--- src/rtl/oam_dma.sv ---
// rtl/oam_dma.sv - sprite DMA controller and CPU memory-port owner
module oam_dma #(
  parameter logic [15:0] DMA_REG  = 16'h4014,
  parameter logic [15:0] OAM_DATA = 16'h2004,
  parameter int          DMA_LEN  = 256
) (
  input  logic        clk,
  input  logic        reset_n,
  input  logic        cpu_we,
  input  logic [15:0] cpu_addr,
  input  logic [7:0]  cpu_din,
  output logic [7:0]  cpu_dout,
  output logic        cpu_rdy,
  output logic        dma_busy,
  output logic        mem_we,
  output logic [15:0] mem_addr,
  output logic [7:0]  mem_din,
  input  logic [7:0]  mem_dout
);

  localparam logic [7:0] LAST_IDX = 8'(DMA_LEN - 1);

  typedef enum logic [2:0] {
    S_IDLE  = 3'd0,
    S_HALT  = 3'd1,
    S_ALIGN = 3'd2,
    S_READ  = 3'd3,
    S_WRITE = 3'd4
  } state_t;

  state_t      r_state;
  state_t      w_next_state;
  logic [7:0]  r_page;
  logic [7:0]  r_idx;
  logic        r_parity;
  logic        w_trigger;

  // A trigger is only recognised while idle; during DMA the CPU inputs are ignored.
  assign w_trigger = cpu_we && (cpu_addr == DMA_REG);

  // Read data always goes straight back to the CPU, so CPU read latency equals mem latency.
  assign cpu_dout = mem_dout;
  assign dma_busy = ~cpu_rdy;

  // State, page/index bookkeeping and the free-running parity toggle.
  always_ff @(posedge clk) begin
    if (!reset_n) begin
      r_state  <= S_IDLE;
      r_page   <= 8'h00;
      r_idx    <= 8'h00;
      r_parity <= 1'b0;
    end else begin
      r_state  <= w_next_state;
      r_parity <= ~r_parity;
      if (r_state == S_IDLE && w_trigger) begin
        r_page <= cpu_din;
        r_idx  <= 8'h00;
      end else if (r_state == S_WRITE && r_idx != LAST_IDX) begin
        r_idx <= r_idx + 8'd1;
      end
    end
  end

  // Next-state decode and memory-port mux: pass-through when idle, DMA-driven otherwise.
  always_comb begin
    w_next_state = r_state;
    cpu_rdy      = 1'b0;
    mem_we       = 1'b0;
    mem_addr     = {r_page, 8'h00};
    mem_din      = 8'h00;
    case (r_state)
      S_IDLE: begin
        cpu_rdy  = 1'b1;
        mem_we   = cpu_we & ~w_trigger;
        mem_addr = cpu_addr;
        mem_din  = cpu_din;
        if (w_trigger) begin
          w_next_state = S_HALT;
        end
      end
      S_HALT: begin
        // An odd parity cycle costs one extra dead cycle before the first read.
        w_next_state = r_parity ? S_ALIGN : S_READ;
      end
      S_ALIGN: begin
        w_next_state = S_READ;
      end
      S_READ: begin
        mem_addr     = {r_page, r_idx};
        w_next_state = S_WRITE;
      end
      S_WRITE: begin
        mem_we       = 1'b1;
        mem_addr     = OAM_DATA;
        mem_din      = mem_dout;
        w_next_state = (r_idx == LAST_IDX) ? S_IDLE : S_READ;
      end
      default: begin
        w_next_state = S_IDLE;
      end
    endcase
  end

endmodule

--- config.mk ---
export PLATFORM = sky130hd
export DESIGN_NAME = oam_dma
export DESIGN_NICKNAME = d
export VERILOG_FILES = /design/src/rtl/oam_dma.sv
export SDC_FILE = /design/constraint.sdc
export NUM_CORES = 1
export LEC_CHECK = 0
export BUFFER_PORTS_ARGS = -buffer_cell sky130_fd_sc_hd__buf_4
export CORE_MARGIN = 5
export CORE_UTILIZATION = 45
export DETAILED_ROUTE_END_ITERATION = 8
export GPL_ROUTABILITY_DRIVEN = 0
export GPL_TIMING_DRIVEN = 0
export PLACE_DENSITY = 0.8
export SYNTH_ARGS = -nofsm -noshare
export SYNTH_HDL_FRONTEND = slang
export SYNTH_SLANG_ARGS = --single-unit
--- constraint.sdc ---
create_clock -name clk -period 3.4 [get_ports clk]
set_input_delay 0.17 -clock clk [delete_from_list [all_inputs] [get_ports clk]]
set_output_delay 0.17 -clock clk [all_outputs]
set_load 0.05 [all_outputs]
==> run_results.csv <==
group,metric,value,unit
clocking,cts_buffer_depth,2,
worst_setup_path,crit_chain,"buf_2, or2_2, clkbuf_1, buf_2, a22o_1, buf_4",
place,dpl_cell_area,0.00189,mm2
synthesis,ys.warnings.count,0,
place,dp.cells,265,
detailed_routing,wl,4.02,mm
outcome,status,"finished, final reports clean",
worst_hold_path,hold_path_class,"in -> reg",
die,io_pins,70,
detailed_routing,m1WireLength,1.75,mm
clocking,postCtsHoldBufs,0,
detailed_routing,routed.top_layer,"met4",
clocking,cts_sinks,20,
sta,clock_skew,0.000790,ns
detailed_routing,wl_met3,459,um
detailed_routing,drc,0,
global_routing,grt_pass1_vias,1409,
clocking,cts_made_buffers,3,
detailed_routing,vias,1451,
detailed_routing,wl_per_cell,15.0,um
flow_run,max-cap-violations,0,
clocking,clk_latency,0.30,ns
worst_setup_path,worstSetupPathType,"reg -> out",
worst_setup_path,cp_slowest_stage_delay,0.31,ns
worst_setup_path,rr_startpoint,"r_idx[0]",
worst_setup_path,r2r_slack,1.77,ns
worst_setup_path,crit_slowest_cell,"dfxtp_1",
detailed_routing,wl_met2,1.77,mm
detailed_routing,vias_per_cell,5.39,
clocking,ctsRootBufferMaster,"clkbuf_4",
synthesis,synth_xor_xnor_area_share,1.31,%
synthesis,synthSimpleGateAreaFrac,28.0,%
worst_setup_path,worstSetupEndpointType,"primary output",
pwr,ir_drop,202,uV
die,core,0.00281,mm2
clocking,clk_pin_slew,0.11,ns
synthesis,synth_seq_cells,20,
sta,final_hold_viol_count,0,
sta,setup_tns,0,ns
synthesis,syn_avg_cell_area,8.08,um2
place,dp_hpwl,3.19,mm
die,start_util,47.5,%
worst_setup_path,reg2reg_to,"r_idx[1]",
die,die_w,64.4,um
finish,layout-drive-gt1-share,39.1,%
finish,n_fill_cell,245,
global_routing,grt_pass1_wl,6.46,mm
synthesis,synth_fa_ha_area_share,0.939,%
synthesis,synth.top_cell.area_share,30.0,%
synthesis,synth.mux.area_fraction,14.3,%
worst_setup_path,crit_family,"buffers and inverters",
sta,max_slew_margin,54.9,%
sta,max_freq,485,MHz
worst_setup_path,startpoint_type,"flip-flop",
die,die_area,0.00415,mm2
synthesis,synthCells,165,
pwr,power.density,286,mW/mm2
synthesis,synth_fp_nets,201,
worst_hold_path,hp-start,"cpu_din[6]",
worst_setup_path,required,3.23,ns
sta,timing.final.crit_share,60.7,%
clocking,cts_setup_buffers,0,
clocking,cts_tree,"built",
synthesis,synth_top_area_cell,"dfxtp_1",
clocking,postCtsResizedCells,0,
pwr,power.leakage,0.894,nW
die,rows,19,
sta,drv_slew,0,
synthesis,synth_compound_area_share,16.3,%
die,die_height,64.4,um
synthesis,yosys-top-cells-area,"dfxtp_1, mux2i_1, nor2_1, nand2_1, buf_4",
global_routing,grt_use_total,19.2,%
global_routing,antenna_found_initial,0,
finish,layoutNonFillerInstCount,269,
worst_setup_path,crit_arrival,1.89,ns
worst_setup_path,worst-path-buf-inv,4,
sta,setup_violations,0,
detailed_routing,firstDrtPassIters,4,
finish,area_growth,44.5,%
synthesis,synth_top_family_by_area,"simple AND/OR/NAND/NOR gates",
synthesis,yosysSeqAreaShare,30.0,%
sta,rsz0062_at_grt,"no",
synthesis,yosysUniqueCellTypes,41,
worst_setup_path,cp_common_cell,"buf_2",
synthesis,syn_area,0.00133,mm2
worst_setup_path,worst-path-max-fanout,10,
place,port_buffers,69,
worst_hold_path,hold_depth,3,
worst_hold_path,min_to,"r_page[6]",
finish,fin_area,0.00193,mm2
detailed_routing,drtAntennaViolNets,0,
worst_setup_path,ff2ff_path_depth,5,
sta,period_minus_slack,2.06,ns
finish,final_nets,275,
finish,antenna-diode-count,0,
global_routing,grt_max_degree,12,
detailed_routing,dr.first_iter.drc_count,54,
global_routing,grt-ovfl-total,0,
sta,worst_pin_slew,0.677,ns
clocking,htree_levels,1,
-- routing by layer --
layer / up-vias / track usage (%)
met5: - / 0
met4: 0 / 7.65
met3: 6 / 4.84
met2: 79 / 31.8
met1: 643 / 23.9
li1: 723 / -
-- layout by cell type, fill, tap and decap left out, types with 2 or more instances in the layout --
cell	count
a22oi_1	7
nor2b_1	3
a21oi_1	2
xor2_1	2
nand2_1	22
nand4_1	3
buf_2	3
buf_4	78
nor2_1	23
mux2i_1	19
clkbuf_1	6
dfxtp_1	20
a22o_1	7
inv_1	3
nor4_1	2
o21ai_0	6
a31oi_1	2
clkbuf_4	3
nor4b_1	3
-- per-stage QoR --
stage               utilization, %  setup WS, ns  hold slack (ns)  total power [mW]
floorplan                        -          1.49            0.312             0.347
global placement              67.4          1.68            0.412             0.418
detailed placement            67.4          1.68            0.409             0.419
CTS                           68.6          1.32            0.104             0.558
global route                  68.6          1.21            0.110             0.572
finish                        68.6          1.34            0.115             0.551
-- cell type report --
cell class,count,area [um2],area share (%)
repair buffers,69,518,26.9
clock buffers,4,36.3,1.88
inverters,3,11.3,0.585
plain buffers,19,110,5.72
multi-input cells,123,811,42.1
flip-flops and latches,20,400,20.8
well taps,31,38.8,2.01
-- worst max path at each step --
stage,end,depth (start not counted),start,slack (ns)
after floorplan,mem_addr[13],5,r_state[1],1.49
after global placement,mem_addr[10],6,r_state[1],1.68
after detailed placement,mem_addr[10],6,r_state[1],1.68
after CTS,mem_addr[10],6,r_state[1],1.32
after global routing,mem_addr[10],5,r_state[0],1.21
final,mem_addr[10],6,r_state[1],1.34
-- where the power goes --
group          total, mW  leakage (nW)  internal, mW  switching (mW)
Sequential         0.235         0.161         0.235        0.000393
Combinational      0.177         0.712        0.0686           0.108
Clock              0.139        0.0210        0.0654          0.0734
Total              0.551         0.894         0.369           0.182
-- state kept, by name (all words and copies together) (netlist names) --
| register | count |
|---|---|
| r_idx | 8 |
| r_page | 8 |
| r_state | 3 |
| r_parity | 1 |
-- worst min-delay path, cell delays in order --
cell and delay [ns]:
buf_4 0.11, nand2_1 0.05, mux2i_1 0.05
-- synth_stat cells (all sizes together) --
cell type	number
buf	12
a22o	7
mux2i	19
o2111ai	1
or2	1
and3	1
o22a	1
nand3b	1
ha	1
nand3	1
inv	3
nor3	1
and2	1
o311a	1
nand2	22
clkbuf	7
nor2b	3
o21bai	1
nand4	3
xor2	2
o21ai	7
a21oi	2
and3b	1
a211oi	1
dfxtp	20
a31oi	2
nor3b	3
or3	1
nor4	2
a22oi	7
nor2	25
and4	1
nor4b	3
or3b	1
-- kinds of logic (layout without fill, tap and decap cells) --
| kind of cell | after synthesis | count (layout) |
|---|---|---|
| and+or+nand+nor | 71 | 71 |
| AOI/OAI and AO/OA | 30 | 30 |
| buffers and inverters | 22 | 95 |
| DFF | 20 | 20 |
| muxes | 19 | 19 |
| xor gates and xnor gates | 2 | 2 |
| adders and majority gates | 1 | 1 |
Power figures use the tool's default switching activity.
